### config.mk
export PLATFORM = sky130hd
export DESIGN_NAME = hazard_sched_unit
export DESIGN_NICKNAME = d
export VERILOG_FILES = /design/src/rtl/hazard_sched_unit.sv
export SDC_FILE = /design/constraint.sdc
export NUM_CORES = 1
export LEC_CHECK = 0
export CAP_MARGIN = 20
export CORE_ASPECT_RATIO = 1.1
export CORE_UTILIZATION = 25
export CTS_BUF_LIST = sky130_fd_sc_hd__clkbuf_16
export CTS_CLUSTER_DIAMETER = 50
export CTS_CLUSTER_SIZE = 8
export DETAILED_ROUTE_END_ITERATION = 12
export GPL_TIMING_DRIVEN = 0
export PLACE_DENSITY = 0.57
export SYNTH_ARGS = -nofsm -noshare
export SYNTH_HDL_FRONTEND = slang
export SYNTH_SLANG_ARGS = --single-unit
### constraint.sdc
create_clock -name clk -period 3.05 [get_ports clk]
set_input_delay 0.61 -clock clk [delete_from_list [all_inputs] [get_ports clk]]
set_output_delay 0.61 -clock clk [all_outputs]
set_load 0.005 [all_outputs]
### src/rtl/hazard_sched_unit.sv
// Pipeline hazard/stall/flush sequencer with E-stage forwarding and a data-memory wait FSM.
// Optional performance counters are built when PERF_CNT_EN is defined.
module hazard_sched_unit #(
  parameter int MEM_TIMEOUT = 16,
  parameter int CNT_W       = 32
) (
  input  logic             clk,
  input  logic             reset,
  input  logic [4:0]       Rs1D,
  input  logic [4:0]       Rs2D,
  input  logic [4:0]       Rs1E,
  input  logic [4:0]       Rs2E,
  input  logic [4:0]       RdE,
  input  logic [4:0]       RdM,
  input  logic [4:0]       RdW,
  input  logic [1:0]       ResultSrcE,
  input  logic             RegWriteM,
  input  logic             RegWriteW,
  input  logic             PCSrcE,
  input  logic             MemAccessM,
  input  logic             mem_ready,
  output logic [1:0]       ForwardAE,
  output logic [1:0]       ForwardBE,
  output logic             StallF,
  output logic             StallD,
  output logic             StallE,
  output logic             StallM,
  output logic             FlushD,
  output logic             FlushE,
  output logic             FlushW,
  output logic             mem_err
`ifdef PERF_CNT_EN
  ,
  output logic [CNT_W-1:0] stall_cnt,
  output logic [CNT_W-1:0] flush_cnt
`endif
);

  localparam int WCNT_W = (MEM_TIMEOUT > 0) ? $clog2(MEM_TIMEOUT + 1) : 1;
  localparam logic [WCNT_W-1:0] WCNT_MAX = '1;
  localparam logic [WCNT_W-1:0] TO_VAL   = WCNT_W'(MEM_TIMEOUT);

  typedef enum logic [1:0] {
    S_IDLE  = 2'd0,
    S_WAIT  = 2'd1,
    S_ERROR = 2'd2
  } state_t;

  state_t            state_q;
  logic [WCNT_W-1:0] wait_cnt_q;
  logic              mem_err_q;

  logic mwait;
  logic lw_stall;
  logic frozen;

  // M-stage result beats W-stage result; x0 is never forwarded.
  function automatic logic [1:0] fwd_sel(input logic [4:0] rs,
                                         input logic       rw_m,
                                         input logic [4:0] rd_m,
                                         input logic       rw_w,
                                         input logic [4:0] rd_w);
    logic [1:0] sel;
    sel = 2'b00;
    if (rs != 5'd0) begin
      if (rw_m && (rd_m == rs))      sel = 2'b10;
      else if (rw_w && (rd_w == rs)) sel = 2'b01;
    end
    return sel;
  endfunction

  assign mwait    = MemAccessM & ~mem_ready;
  assign lw_stall = (ResultSrcE == 2'b01) && (RdE != 5'd0) &&
                    ((Rs1D == RdE) || (Rs2D == RdE));
  assign frozen   = (state_q == S_ERROR) | mwait;

  always_comb begin
    ForwardAE = 2'b00;
    ForwardBE = 2'b00;
    StallF    = 1'b0;
    StallD    = 1'b0;
    StallE    = 1'b0;
    StallM    = 1'b0;
    FlushD    = 1'b0;
    FlushE    = 1'b0;
    FlushW    = 1'b0;
    if (!reset) begin
      ForwardAE = fwd_sel(Rs1E, RegWriteM, RdM, RegWriteW, RdW);
      ForwardBE = fwd_sel(Rs2E, RegWriteM, RdM, RegWriteW, RdW);
      // A frozen pipe holds E, so branch and load-use are re-evaluated on release.
      if (frozen) begin
        StallF = 1'b1;
        StallD = 1'b1;
        StallE = 1'b1;
        StallM = 1'b1;
        FlushW = 1'b1;
      end else begin
        StallF = lw_stall;
        StallD = lw_stall;
        FlushD = PCSrcE;
        FlushE = lw_stall | PCSrcE;
      end
    end
  end

  assign mem_err = mem_err_q & ~reset;

  always_ff @(posedge clk or posedge reset) begin
    if (reset) begin
      state_q    <= S_IDLE;
      wait_cnt_q <= '0;
      mem_err_q  <= 1'b0;
    end else begin
      case (state_q)
        S_IDLE: begin
          if (mwait) begin
            state_q    <= S_WAIT;
            wait_cnt_q <= WCNT_W'(1);
          end
        end
        S_WAIT: begin
          if (mem_ready) begin
            state_q    <= S_IDLE;
            wait_cnt_q <= '0;
          end else begin
            if (wait_cnt_q != WCNT_MAX) wait_cnt_q <= wait_cnt_q + WCNT_W'(1);
            if ((MEM_TIMEOUT != 0) && (wait_cnt_q == TO_VAL)) begin
              state_q   <= S_ERROR;
              mem_err_q <= 1'b1;
            end
          end
        end
        S_ERROR: mem_err_q <= 1'b1;
        default: state_q <= S_IDLE;
      endcase
    end
  end

`ifdef PERF_CNT_EN
  logic [CNT_W-1:0] stall_cnt_q, stall_cnt_d;
  logic [CNT_W-1:0] flush_cnt_q, flush_cnt_d;

  assign stall_cnt_d = stall_cnt_q + CNT_W'(StallF);
  assign flush_cnt_d = flush_cnt_q + CNT_W'(FlushE);

  always_ff @(posedge clk or posedge reset) begin
    if (reset) begin
      stall_cnt_q <= '0;
      flush_cnt_q <= '0;
    end else begin
      stall_cnt_q <= stall_cnt_d;
      flush_cnt_q <= flush_cnt_d;
    end
  end

  assign stall_cnt = stall_cnt_q;
  assign flush_cnt = flush_cnt_q;
`endif

endmodule

Yosys cells after proc, flatten, opt, wreduce, memory -nomap -nowiden. Cells that the tools add are included.

Register bits: 8. Bits of input ports: 44. Output and inout port bits: 12. Logic and storage cells: 70.

$add $sub $neg: 1. Equal/unequal tests: 16. Mux-type cells: 27. Bitwise gates (word level): 7. Reductions and logical operators: 16.

Operators with widths (number): $eq 5x5->1 (6); $mux 2 (9); $mux 5 (3); $reduce_bool 5->1 (3); $mux 1 (12); $pmux 5 s2 (1); $reduce_and 3->1 (3); $logic_and 1x1->1 (6); $ne 2x2->1 const B (3); $ne 3x3->1 const B (2); $pmux 2 s3 (1); $add 5x1->5 const B (1); $eq 5x5->1 const B (1); $ne 5x5->1 const B (1); $eq 2x1->1 const B (2); $reduce_bool 2->1 (2); $not 1->1 (3); $and 1x1->1 (2); $eq 2x2->1 const B (1); $logic_not 2->1 (1); $or 1x1->1 (2); $pmux 1 s2 (1); $logic_or 1x1->1 (1).

Longest topological paths before layout. Gate-level depths: netlist (run 1).

Depth after elaboration: 6. Depth in mapped cells: 7. Gate-level depth less buffers: 7.

Worst setup path before layout (run 1). OpenSTA, ideal clock, no wires.

Kind: input -> output. Start: input Rs1E[2]. End: output ForwardAE[1]. Arrival time: 1374 ps. Required time: 2440 ps. Setup slack: 1066 ps. Stages on the path: 4. Buffers on the path: 0. Path through: xor2_1 -> nor4_1 -> and3_1 -> nor3b_1.

Cells in the longest elaborated chain, start to end: 5. Elaborated cells on any way between the ends: 6. Classes of those cells: 1 x eq/ne; 3 x mux; 2 x reduce/logical.

Ends and longest elaborated chain: start: declaration (RTL line 11) `input logic [4:0] Rs1E,`; $eq 5x5->1 (RTL line 66) `if (rw_m && (rd_m == rs)) sel = 2'b10;`; $logic_and 1x1->1 (RTL line 66); $mux 2 (RTL line 66); $mux 2 (*) (RTL line 65) `if (rs != 5'd0) begin`; $mux 2 (*) (RTL line 87) `if (!reset) begin`; end: declaration (RTL line 22) `output logic [1:0] ForwardAE,`.

Mark *: on every way between the ends. The rest lies on a longest branch, timed or not.

Worst setup path after layout (run 1).
Start: input Rs2E[0]. End: output ForwardBE[0].

Cells in the longest elaborated chain, start to end: 6. Elaborated cells on any way between the ends: 9. Classes of those cells: 2 x eq/ne; 4 x mux; 3 x reduce/logical.

Ends and longest elaborated chain: start: declaration (RTL line 12) `input logic [4:0] Rs2E,`; $eq 5x5->1 (RTL line 67) `else if (rw_w && (rd_w == rs)) sel = 2'b01;`; $logic_and 1x1->1 (RTL line 67); $mux 1 (RTL line 67); $mux 2 (RTL line 66); $mux 2 (*) (RTL line 65); $mux 2 (*) (RTL line 87); end: declaration (RTL line 23) `output logic [1:0] ForwardBE,`.

Marks and branches as above.

==> results of run 1 <==
==> stage by stage <==
stage          hold WS [ns]  TNS [ns]  utilization
2_1_floorplan         0.425         0            -
3_3_place_gp          0.442    -0.136        0.447
3_5_place_dp          0.450    -0.214        0.447
4_1_cts               0.459         0        0.470
5_1_grt               0.497  -0.00864        0.497
6_report              0.457         0        0.497
==> Yosys cell counts (2+ instances only) <==
library cell  instances  area (µm²)
nor3_1                4        20.0
nor2b_1               5        31.3
dfrtp_1               8         200
inv_1                 4        15.0
nor2_1                8        30.0
buf_4                 3        22.5
or4_1                 2        15.0
o21ai_1               5        25.0
xnor2_1              12         105
and3_1                4        25.0
xor2_1               18         158
nand2_1              10        37.5
nor3b_1               3        22.5
ha_1                  3        37.5
nand3_1               2        10.0
nand4_1               2        12.5
nor4_1                4        25.0
==> power by group <==
group / switching (mW) / internal [mW] / total, mW
logic: 0.0641 / 0.100 / 0.164
registers: 0.00598 / 0.111 / 0.117
clock network: 0.0507 / 0.169 / 0.220
total: 0.121 / 0.380 / 0.501
==> timing repair <==
action | CTS | global route
buffers inserted | 0 | 7
resized for setup | 4 | 10
pin swaps | 4 | 1
cloned | 0 | 0
endpoints found under the hold margin | 0 | 0
endpoints found under the setup margin | 4 | 4
==> cell type report <==
type	instances	area share
well taps	48	0.0351
repair buffers	62	0.355
inverters	4	0.0110
multi-input cells	97	0.425
plain buffers	3	0.0132
clock buffers	3	0.0439
flip-flops and latches	8	0.117
==> flip-flops by register name, summed over array words and instances (netlist names) <==
name        flops
wait_cnt_q      5
mem_err_q       1
state_q         2
==> per-layer routing <==
metal | track usage | up-vias
li1 | - | 519
met1 | 0.198 | 478
met2 | 0.255 | 38
met3 | 0.0372 | 6
met4 | 0.0436 | 0
met5 | 0 | -
==> kinds of logic (layout without fill, tap and decap cells) <==
family,count (synthesis),after routing,synth area share
adder cells (fa/ha/maj),3,3,0.0404
buffers and inverters,7,72,0.0404
AND/OR/NAND/NOR,50,50,0.310
XOR/XNOR,30,30,0.283
AO/OA/AOI/OAI,14,14,0.111
flip-flops,8,8,0.216
==> worst max-delay path: stages <==
cell and delay, ns:
clkdlybuf4s50_1 0.53, xor2_1 0.17, nor4_1 0.07, and3_1 0.15, nor4_1 0.30, clkdlybuf4s50_1 0.55
==> path summary, 6_finish.rpt <==
| path | endpoint | slack, ns | cells after the start |
|---|---|---|---|
| setup reg to reg | wait_cnt_q[3]$_DFFE_PP0P_ | 1.22 | 7 |
| hold / removal | mem_err_q$_DFFE_PP0P_ | 0.46 | 1 |
| min in group asynchronous | state_q[1]$_DFFE_PP0P_ | 0.50 | 2 |
| hold reg to reg | mem_err_q$_DFFE_PP0P_ | 0.46 | 1 |
| setup / recovery | ForwardBE[0] | 0.04 | 6 |
| max in group asynchronous | wait_cnt_q[4]$_DFFE_PP0P_ | 2.30 | 3 |
==> metrics.yaml, run 1 <==
clock_path_buffers: 2
clk_latency_ns: 0.23
syn_nets: 159
setup_viol: 0
die_w_um: 60.1
dr_wl_met3_um: 195
holdBufCountCts: 0
drt_first_pass_iters: 3
grt_max_degree: 10
cts_inserted_buffers: 3
wl_met1_um: 1340
synth_warnings: 0
grt_usage: 0.156
tightest_slew_ns: 0.413
clock-sinks: 8
synth-seq-area-share: 0.216
worst_slack_ns: 0.0429
fmax_mhz: 333
nets: 226
die-area_um2: 3960
row_count: 22
diodes: 0
cts_tree: "yes"
start_util: 0.270
r2r_start: "wait_cnt_q[0]$_DFFE_PP0P_"
ys_ff_latch: 8
syn2layout_area_growth_pct: 84.1
min_period_ns: 3.01
worstHoldStart: "mem_err_q$_DFFE_PP0P_"
cap_violations: 0
seqCellArea_um2: 200
synth_flop_cell: "dfrtp_1"
ys_types: 32
root_buffer: "clkbuf_16"
cp-end-kind: "primary output"
startpoint_type: "input port"
multi_input_area_um2: 726
outcome: "completed"
slew_violations: 0
vias: 1041
path_clk_slew_ns: 0.04
critPathKind: "input port to primary output"
fillCellCount: 345
die_height_um: 65.9
async_flop_share: 1.00
hold_viol: 0
dpl_cell_area_um2: 1540
postLayoutCellArea_um2: 1710
io_buffers: 55
worstPathMaxFanout: 3
grt_pass1_wl_um: 4680
grt_pass1_vias: 1058
antenna_found_initial: 0
placedCellCount: 215
final_cell_mix: "clkdlybuf4s50_1 (49), xor2_1 (18), xnor2_1 (12)"
grt.overflow.total: 0
final_common_cell: "clkdlybuf4s50_1"
ios: 56
ir_drop_mv: 0.306
instances_no_fill: 225
wl_met2_um: 1300
core_um2: 3440
dpl.hpwl_um: 2330
drcViolationCount: 0
min_path_type: "flip-flop to flip-flop"
highest_layer: "met4"
place_ws_ns: -0.0893
arrival_ns: 2.40
drive_gt1_frac: 0.141
cts_max_level: 1
syn_inst: 112
worstPathRequired_ns: 2.44
wl_per_cell_um: 12.7
finClkSkew_ns: 0.000751
synth_enable_flop_cells: 0
routed_wl_um: 2860
finalPower_mw: 0.501
synth.avg_cell_area_um2: 8.29
drt_iter0_drc: 41
critPathLaunch: "Rs2E[0]"
ant_nets: 0
netlist_area_um2: 928
gp_congestion: 0.778
fin_crit_sh: 0.986
relSlewSlack: 0.724
drt-vias-per-instance: 4.63
p_leak_nw: 0.732
p_per_area_nw_per_um2: 293
(Power assumes the default switching activity.)
==> run 2: changes to the inputs <==
Settings changed: RECOVER_POWER set to 25.
==> run 2 against run 1 <==
Global-route usage is the same. Combinational power is essentially flat. Count of clock-buffer cells in the layout is the same. Via count shrank 0.19%. Design area shrank 0.66%. Critical path depth is the same.
==> metrics.yaml, run 2 (synthesized netlist as in run 1, its figures left out) <==
postLayoutCellArea_um2: 1700
outcome: "completed"
final_cell_mix: "clkdlybuf4s50_1 (49), xor2_1 (18), xnor2_1 (12)"
finClkSkew_ns: 0.000754
fin_crit_sh: 0.985
grt_usage: 0.156
wl_per_cell_um: 12.6
ios: 56
min_period_ns: 3.00
reg_top3: "wait_cnt_q: 5 flops, state_q: 2 flops, mem_err_q: 1 flops"
die-area_um2: 3960
row_count: 22
nets: 226
routed_wl_um: 2850
hold_viol: 0
p_leak_nw: 0.719
cts_inserted_buffers: 3
grt_pass1_wl_um: 4680
syn2layout_area_growth_pct: 82.9
holdPathStages: 1
fillCellCount: 344
drt-vias-per-instance: 4.62
vias: 1039
root_buffer: "clkbuf_16"
start_util: 0.270
worstPathRequired_ns: 2.44
cts_tree: "yes"
clock_path_buffers: 2
relSlewSlack: 0.718
arrival_ns: 2.39
instances_no_fill: 225
drive_gt1_frac: 0.141
min_to: "mem_err_q$_DFFE_PP0P_"
rr_endpoint: "wait_cnt_q[3]$_DFFE_PP0P_"
die_height_um: 65.9
worstPathMaxFanout: 3
drcViolationCount: 0
die_w_um: 60.1
clock-sinks: 8
antenna_found_initial: 0
placedCellCount: 215
setup_viol: 0
drt_iter0_drc: 59
ant_nets: 0
cts_max_level: 1
p_per_area_nw_per_um2: 294
path_clk_slew_ns: 0.04
largest-register: "wait_cnt_q"
io_buffers: 55
critPathKind: "input port to primary output"
largest_register_ffs: 5
core_um2: 3440
diodes: 0
dpl.hpwl_um: 2330
clk_latency_ns: 0.23
grt_pass1_vias: 1058
grt_max_degree: 10
cp-end-kind: "primary output"
startpoint_type: "input port"
grt.overflow.total: 0
cap_violations: 0
min_path_type: "flip-flop to flip-flop"
ir_drop_mv: 0.305
r2r_cells: 7
tightest_slew_ns: 0.424
gp_congestion: 0.778
r2r_start: "wait_cnt_q[0]$_DFFE_PP0P_"
final_common_cell: "clkdlybuf4s50_1"
drt_first_pass_iters: 3
slew_violations: 0
worstHoldStart: "mem_err_q$_DFFE_PP0P_"
ff2ff_setup_slack_ns: 1.22
fmax_mhz: 333
dpl_cell_area_um2: 1540
[run 2: repair_timing]
item	4_1_cts	5_1_grt
pin swaps	4	1
hold buffers	0	0
gates cloned	0	0
endpoints found under the setup margin	4	4
gates resized for setup	4	10
setup buffers	0	7
[run 2: layout make-up]
class	instances	area, µm²	area share
Buffer	3	22.5	0.0133
Clock buffer	3	75.1	0.0442
Inverter	4	16.3	0.00958
Multi-Input combinational cell	97	726	0.427
Sequential cell	8	200	0.118
Tap cell	48	60.1	0.0354
Timing Repair Buffer	62	598	0.352
[run 2: where the power goes]
part           total, mW  internal, mW  switching, mW
combinational      0.163        0.0992         0.0638
clock              0.219         0.169         0.0503
sequential         0.117         0.111        0.00596
[run 2: layer usage]
| layer | GRT usage | vias to the layer above | share of wire | wire (µm) |
|---|---|---|---|---|
| met5 | 0 | - | 0 | 0 |
| met1 | 0.198 | 476 | 0.47 | 1340 |
| li1 | - | 519 | - | - |
| met4 | 0.0436 | 0 | 0.0095 | 27 |
| met3 | 0.0372 | 6 | 0.067 | 192 |
| met2 | 0.255 | 38 | 0.45 | 1280 |
[run 2: how the worst max path moves through the flow]
stage | startpoint | end | slack, ns | cells past startpoint
after floorplan | Rs1E[2] | ForwardAE[1] | 1.07 | 4
after global placement | RdM[0] | ForwardBE[1] | -0.07 | 6
after detailed placement | Rs1E[1] | ForwardAE[0] | -0.09 | 6
after CTS | RdE[2] | StallF | 0.009 | 7
after global routing | RdE[2] | StallF | -0.009 | 7
final | Rs2E[4] | ForwardBE[0] | 0.05 | 6
[run 2: worst max-delay path: stages]
cell and delay [ns]:
clkdlybuf4s50_1 0.53, xor2_1 0.17, nor4_1 0.07, and3_1 0.15, nor4_1 0.30, clkdlybuf4s50_1 0.55
[run 2: stage by stage]
| stage | utilization | total power [mW] | TNS, ns | hold WS (ns) | setup WS, ns |
|---|---|---|---|---|---|
| 2_1_floorplan | - | 0.179 | 0 | 0.425 | 1.07 |
| 3_3_place_gp | 0.447 | 0.269 | -0.136 | 0.442 | -0.0717 |
| 3_5_place_dp | 0.447 | 0.272 | -0.214 | 0.450 | -0.0893 |
| 4_1_cts | 0.470 | 0.498 | 0 | 0.459 | 0.00932 |
| 5_1_grt | 0.493 | 0.531 | -0.00885 | 0.497 | -0.00885 |
| 6_report | 0.493 | 0.499 | 0 | 0.456 | 0.0463 |
